==> config.mk <==
export PLATFORM = sky130hd
export DESIGN_NAME = writeback_arbiter
export DESIGN_NICKNAME = d
export VERILOG_FILES = /design/src/rtl/writeback_arbiter.sv
export SDC_FILE = /design/constraint.sdc
export NUM_CORES = 1
export LEC_CHECK = 0
export ABC_AREA = 0
export ABC_CLOCK_PERIOD_IN_PS = 8400
export BUFFER_PORTS_ARGS = -buffer_cell sky130_fd_sc_hd__buf_2
export CAP_MARGIN = 20
export CORE_MARGIN = 4
export CORE_UTILIZATION = 60
export DETAILED_ROUTE_END_ITERATION = 16
export HOLD_SLACK_MARGIN = 0.05
export PLACE_DENSITY = 0.87
export RECOVER_POWER = 25
export SYNTH_ARGS = -nofsm -noshare
export SYNTH_HDL_FRONTEND = slang
export SYNTH_SLANG_ARGS = --single-unit
==> constraint.sdc <==
create_clock -name clk -period 8.4 [get_ports clk]
set_input_delay 0.42 -clock clk [delete_from_list [all_inputs] [get_ports clk]]
set_output_delay 0.42 -clock clk [all_outputs]
set_load 0.01 [all_outputs]
==> src/rtl/writeback_arbiter.sv <==
// Writeback arbiter: merges ALU results and FIFO-queued load results onto the register-file
// write port, with load anti-starvation and PC redirect on index 63. Optional WB_FORWARD_EN adds fwd_* bypass outputs.
module writeback_arbiter #(
    parameter int unsigned FIFO_DEPTH   = 4,
    parameter int unsigned STARVE_LIMIT = 8
) (
    input  logic        clk,
    input  logic        rst,
    input  logic        alu_valid,
    output logic        alu_ready,
    input  logic [5:0]  alu_index,
    input  logic [63:0] alu_data,
    input  logic        mem_valid,
    output logic        mem_ready,
    input  logic [5:0]  mem_index,
    input  logic [63:0] mem_data,
    output logic        write_en,
    output logic [5:0]  write_index,
    output logic [63:0] write_data,
    output logic        pc_write_en,
`ifdef WB_FORWARD_EN
    output logic        fwd_valid,
    output logic [5:0]  fwd_index,
    output logic [63:0] fwd_data,
`endif
    output logic [63:0] pc_data
);

    localparam int unsigned PTR_W = (FIFO_DEPTH > 1) ? $clog2(FIFO_DEPTH) : 1;
    localparam int unsigned CNT_W = PTR_W + 1;
    localparam int unsigned ST_W  = 8;
    localparam logic [5:0]  PC_INDEX = 6'h3F;

    typedef struct packed {
        logic [5:0]  index;
        logic [63:0] data;
    } wb_entry_t;

    wb_entry_t        fifo_mem [FIFO_DEPTH];
    logic [PTR_W-1:0] rd_ptr;
    logic [PTR_W-1:0] wr_ptr;
    logic [CNT_W-1:0] count;
    logic [CNT_W-1:0] count_next;
    logic [ST_W-1:0]  starve;
    logic [ST_W-1:0]  starve_next;
    logic             fifo_empty;
    logic             starved;
    logic             push;
    logic             pop;
    logic             sel_valid;
    wb_entry_t        sel;

    // Source select, handshakes and queue bookkeeping for this cycle
    always_comb begin
        fifo_empty = (count == '0);
        starved    = !fifo_empty && (starve == ST_W'(STARVE_LIMIT));
        mem_ready  = !rst && (count != CNT_W'(FIFO_DEPTH));
        alu_ready  = !rst && !starved;
        push       = mem_valid && mem_ready;
        pop        = 1'b0;
        sel_valid  = 1'b0;
        sel        = '0;
        if (!rst) begin
            if (starved) begin
                pop       = 1'b1;
                sel_valid = 1'b1;
                sel       = fifo_mem[rd_ptr];
            end else if (alu_valid) begin
                sel_valid = 1'b1;
                sel       = '{index: alu_index, data: alu_data};
            end else if (!fifo_empty) begin
                pop       = 1'b1;
                sel_valid = 1'b1;
                sel       = fifo_mem[rd_ptr];
            end
        end
        count_next = count + CNT_W'(push) - CNT_W'(pop);
        // Counter measures how long the current head has been waiting
        if (pop || (count_next == '0)) begin
            starve_next = '0;
        end else if (starve == ST_W'(STARVE_LIMIT)) begin
            starve_next = starve;
        end else begin
            starve_next = starve + ST_W'(1);
        end
    end

    always_ff @(posedge clk) begin
        if (push) begin
            fifo_mem[wr_ptr] <= '{index: mem_index, data: mem_data};
        end
    end

    always_ff @(posedge clk) begin
        if (rst) begin
            rd_ptr <= '0;
            wr_ptr <= '0;
            count  <= '0;
            starve <= '0;
        end else begin
            if (push) wr_ptr <= wr_ptr + PTR_W'(1);
            if (pop)  rd_ptr <= rd_ptr + PTR_W'(1);
            count  <= count_next;
            starve <= starve_next;
        end
    end

    // Registered write port; index 63 is steered to the PC redirect
    always_ff @(posedge clk) begin
        if (rst) begin
            write_en    <= 1'b0;
            write_index <= '0;
            write_data  <= '0;
            pc_write_en <= 1'b0;
            pc_data     <= '0;
        end else begin
            write_en    <= 1'b0;
            pc_write_en <= 1'b0;
            if (sel_valid) begin
                if (sel.index == PC_INDEX) begin
                    pc_write_en <= 1'b1;
                    pc_data     <= sel.data;
                end else begin
                    write_en    <= 1'b1;
                    write_index <= sel.index;
                    write_data  <= sel.data;
                end
            end
        end
    end

`ifdef WB_FORWARD_EN
    assign fwd_valid = sel_valid && (sel.index != PC_INDEX);
    assign fwd_index = sel.index;
    assign fwd_data  = sel.data;
`endif

endmodule

* Word-level counts from Yosys, hierarchy flattened
Memory sizes are Yosys's and may differ from the RTL's. A register that Yosys moved wholly into a read port is not among the register bits. Cells that the tools add are included.
Storage, ports and cells: memories 1, ROM bits 0, register bits 151, input port bits 144, latch bits 0, bits in writable memories 280, logic and storage cells 51
Operators by class: reductions and logical operators 14, mux-type cells 17, add/sub/neg operators 5, shifts and indexed selects 0, multiply operators 0, eq/ne operators 3, div/mod/pow operators 0, bitwise operators 2, $lt $le $gt $ge 0
Memories:
- fifo_mem | words 4, bits a word 70, rd ports 1, clocked after Yosys merged registers in 1, write ports 1, line 39 | wb_entry_t fifo_mem [FIFO_DEPTH];
Operator list (number):
- $mux W70 | 4
- $mux W1 | 11
- $add A8 B1 Y8 const B | 1
- $eq A8 B4 Y1 const B | 1
- $eq A6 B6 Y1 const B | 1
- $logic_not A3 Y1 | 2
- $add A2 B1 Y2 const B | 2
- $logic_and A1 B1 Y1 | 4
- $mux W2 | 2
- $reduce_and A2 Y1 | 2
- $reduce_or A2 Y1 | 2
- $add A3 B1 Y3 | 1
- $logic_not A1 Y1 | 3
- $ne A3 B3 Y1 const B | 1
- $sub A3 B1 Y3 | 1
- $not A1 Y1 | 2
- $logic_or A1 B1 Y1 | 1

* Logic depth before layout (Yosys ltp)
depth after elaboration 9, mapped depth 17, mapped depth without buffers 16

* Worst setup path after synthesis
Ideal clock, no wire load.
path kind reg-to-reg, start register starve[0], end register starve[2], period minus slack after synthesis 3991 ps, library setup time 118 ps, path buffers 1, slack 4409 ps, stages on the path, launching flop included 18, arrival 3873 ps, path through dfxtp_1 inv_1 ha_1 or4b_1 o21ai_1 nand2_1 nor2_1 clkbuf_1 ha_1 inv_1 ha_1 inv_1 fa_1 xnor2_1 xnor2_1 o311ai_0 nand2b_1 nor2_1
Between the ends: cells in the longest elaborated chain, start to end 8, elaborated cells between the ends (all ways) 9, classes of those cells add/sub: 2; eq/ne: 1; mux: 2; reduce/logical: 4
Ends and longest elaborated chain:
- start, declared | line 44 | logic [ST_W-1:0] starve;
- start signal, assigned | line 104 | starve <= starve_next;
- $eq A8 B4 Y1 (*) | line 56 | starved = !fifo_empty && (starve == ST_W'(STARVE_LIMIT));
- $logic_and A1 B1 Y1 (*) | line 56
- $mux W1 (*) | line 64 | if (starved) begin
- $mux W1 (*) | line 63 | if (!rst) begin
- via pop | line 49 | logic pop;
- $sub A3 B1 Y3 | line 77 | count_next = count + CNT_W'(push) - CNT_W'(pop);
- $logic_not A3 Y1 | line 79 | if (pop || (count_next == '0)) begin
- $logic_or A1 B1 Y1 (*) | line 79
- $reduce_or A2 Y1 (no line) (*)
Mark *: on every way through the listed nets, which the timed path passes. The rest lies on a longest branch. A chain may end at the register's enable or synchronous reset.

* Worst setup path after layout
start register starve[0], end register write_data[12]
Between the ends: cells in the longest elaborated chain, start to end 7, elaborated cells between the ends (all ways) 9, classes of those cells eq/ne: 2; mux: 4; bitwise: 1; reduce/logical: 2
Ends and longest elaborated chain:
- $eq A8 B4 Y1 (*) | line 56
- $logic_and A1 B1 Y1 (*) | line 56
- $mux W70 | line 64
- $mux W70 | line 63
- $eq A6 B6 Y1 | line 120 | if (sel.index == PC_INDEX) begin
- $not A1 Y1 (no line)
- $reduce_and A2 Y1 (no line)
- end signal, assigned | line 126 | write_data <= sel.data;
- end, declared | line 19 | output logic [63:0] write_data,
Mark *: on every way between the ends. The rest lies on a longest branch, timed or not.

==> flow_metrics.tcl <==
set metrics [dict create \
    outcome "completed" \
    dieArea_mm2 0.0299 \
    powerDensity_mw_per_mm2 279 \
    post_cts_buffers 0 \
    grt_usage 0.240 \
    seqPwrFrac 0.472 \
    vias_per_cell 5.83 \
    insertion_delay_ns 0.54 \
    htree_levels 2 \
    drt-initial-drc-count 683 \
    end_kind "flip-flop" \
    layout_setup_ws_ns 4.11 \
    clkTransAtPathRegs_ns 0.06 \
    cp-start-kind "flip-flop" \
    synth-edff-count 280 \
    worstPathMaxFanout 44 \
    yosysTopAreaCellShare 0.515 \
    wl_per_cell_um 22.0 \
    clockBufferDepth 3 \
    die_h_um 173 \
    gp_congestion 0.824 \
    vias 9661 \
    antenna_found_initial 4 \
    fin_skew_ns 0.0196 \
    grt_pass1_wl_um 56900 \
    critPathKind "flip-flop to flip-flop" \
    min_period_ns 4.29 \
    syn2layout_area_growth_pct 19.2 \
    rsz0062_at_grt "false" \
    synth_cell_types 45 \
    utilization 0.724 \
    preCtsSetupSlack_ns 3.94 \
    synthTopCellsByArea "edfxtp_1, dfxtp_1, mux4_2" \
    ir_drop_mv 0.206 \
    cts_resized 0 \
    setup_viol 0 \
    rrSetupSlack_ns 4.11 \
    finalSetupTns_ns 0 \
    initial_core_util 0.607 \
    wirelength_um 36500 \
    rows 60 \
    avgSynthCellArea_um2 16.3 \
    synth_nets 1154 \
    rr_startpoint "starve[0]$_SDFFE_PP0P_" \
    drive_above_1_share 0.297 \
    intPower_uw 4020 \
    max_freq_mhz 233 \
    hp-start "mem_data[3]" \
    holdCritPathClass "input pin to flip-flop" \
    swShare 0.260 \
    cts.sinks 433 \
    yosys-top-cells-count "edfxtp_1, dfxtp_1, nand2_1, mux2i_1, mux4_2" \
    drv_slew 0 \
    cts_tree "done" \
    grt_max_degree 95 \
    die_w_um 173 \
    cts_made_buffers 44 \
    worstPathRequired_ns 8.84 \
    ys_seq_elements 433 \
    cts-root-buf "clkbuf_16" \
    io_pins 282 \
    first_pass_iters 7 \
    tightest_slew_ns 1.10 \
    ys.flop_type "edfxtp_1" \
    clkPwrFrac 0.353 \
    grt_pass1_vias 10200 \
    ys_warn_count 0 \
    fin_crit_sh 0.510 \
    nets 1430 \
    yosysMostFrequentCell "edfxtp_1" \
    hold_buffers 0 \
    drt.antenna.violating_nets 0 \
    post-route-drc-count 0 \
    maxCapViolCount 0 \
    core-area_mm2 0.0269 \
    overflow 0 \
    dpl.hpwl_um 22600 \
    port_buffers 281 \
    syn-instance-count 1001 \
    relSlewSlack 0.268 \
    p_switching_uw 1410 \
    startpoint "starve[0]$_SDFFE_PP0P_" \
    yosys.area.top_type "edfxtp_1" \
    synthArstFlopShare 0 \
    ys_seq_area_frac 0.703 \
    netlist_area_mm2 0.0163 \
    combPwrFrac 0.175 \
    arrival_ns 4.73 \
    leakage_uw 0.00753 \
    hold_violations 0 \
]
==> kinds of logic after synthesis <==
logic type	count (synthesis)	synth area share
xor+xnor	12	0.00644
simple gates	182	0.0459
fa+ha+maj	9	0.00736
flops	433	0.703
compound gates	91	0.0419
mux	198	0.175
buf+inv	76	0.0202
==> per-stage QoR <==
| stage | cell area (µm²) | hold WS (ns) | total power, µW | instances |
|---|---|---|---|---|
| 6_report | 19500 | 0.112 | 5430 | 1658 |
| 5_1_grt | 19500 | 0.107 | 5650 | 1658 |
| 4_1_cts | 19400 | 0.0661 | 5460 | 1651 |
| 3_5_place_dp | 18000 | 0.437 | 3550 | 1569 |
| 3_3_place_gp | 18000 | 0.436 | 3520 | 1569 |
| 2_1_floorplan | 16300 | 0.469 | 3240 | 1001 |
==> registers in the layout, summed over array words and instances (netlist names), named ones only <==
| register | flops |
|---|---|
| fifo_mem | 280 |
| write_index | 6 |
| pc_data | 64 |
| count | 3 |
| write_data | 64 |
| starve | 8 |
| write_en | 1 |
| pc_write_en | 1 |
| wr_ptr | 2 |
| rd_ptr | 2 |
==> area by class of cell <==
| class | instances | area [µm²] |
|---|---|---|
| Antenna cell | 4 | 10.0 |
| Timing Repair Buffer | 292 | 1470 |
| Multi-Input combinational cell | 492 | 4570 |
| Inverter | 14 | 55.1 |
| Clock inverter | 20 | 158 |
| Sequential cell | 433 | 11500 |
| Clock buffer | 62 | 1280 |
| Tap cell | 341 | 427 |
| Fill cell | 1704 | 7420 |
==> power by group through the flow <==
stage | combinational, µW | sequential, µW | clock [µW]
finish | 949 | 2560 | 1920
global route | 1020 | 2580 | 2040
CTS | 952 | 2570 | 1940
detailed placement | 940 | 2610 | 0
global placement | 919 | 2600 | 0
floorplan | 662 | 2580 | 0
==> layout by cell type, fill, tap and decap left out, types with 3 or more instances in the layout <==
master     instances
xnor2_1            5
buf_2            226
ha_1               8
clkinv_2           9
and3_1             3
and2_1             3
nand3_1            7
clkinv_1           5
a22oi_1           64
mux2i_1          128
inv_1             13
clkbuf_8           3
diode_2            4
and3_4             4
clkbuf_1          66
clkbuf_16         48
a21oi_1            7
edfxtp_1         280
a31oi_1            4
xor2_1             7
nor2_1            21
dfxtp_1          151
buf_4              8
nand2_1          133
mux4_2            70
==> routing by layer <==
layer,up-vias,GRT usage,share of wire
met5,-,0,0
met4,0,0.0911,0.032
met3,82,0.0418,0.057
met2,361,0.413,0.51
met1,4821,0.309,0.40
li1,4397,-,-
==> critical path, stage by stage (launching register included) <==
cell,delay (ns)
dfxtp_1,0.43
inv_1,0.07
ha_1,0.20
or4b_1,0.18
o311a_2,0.61
buf_4,0.58
nand2_1,0.18
o22ai_1,0.43
a31o_4,0.42
buf_4,0.74
mux2i_1,0.30
==> final timing paths <==
| path | cells after the start | to |
|---|---|---|
| max | 10 | write_data[12]$_SDFFE_PP0P_ |
| min | 1 | fifo_mem[2][3]$_DFFE_PP_ |
| max reg2reg | 10 | write_data[12]$_SDFFE_PP0P_ |
| min reg2reg | 2 | write_data[2]$_SDFFE_PP0P_ |
Power figures use the tool's default switching activity.
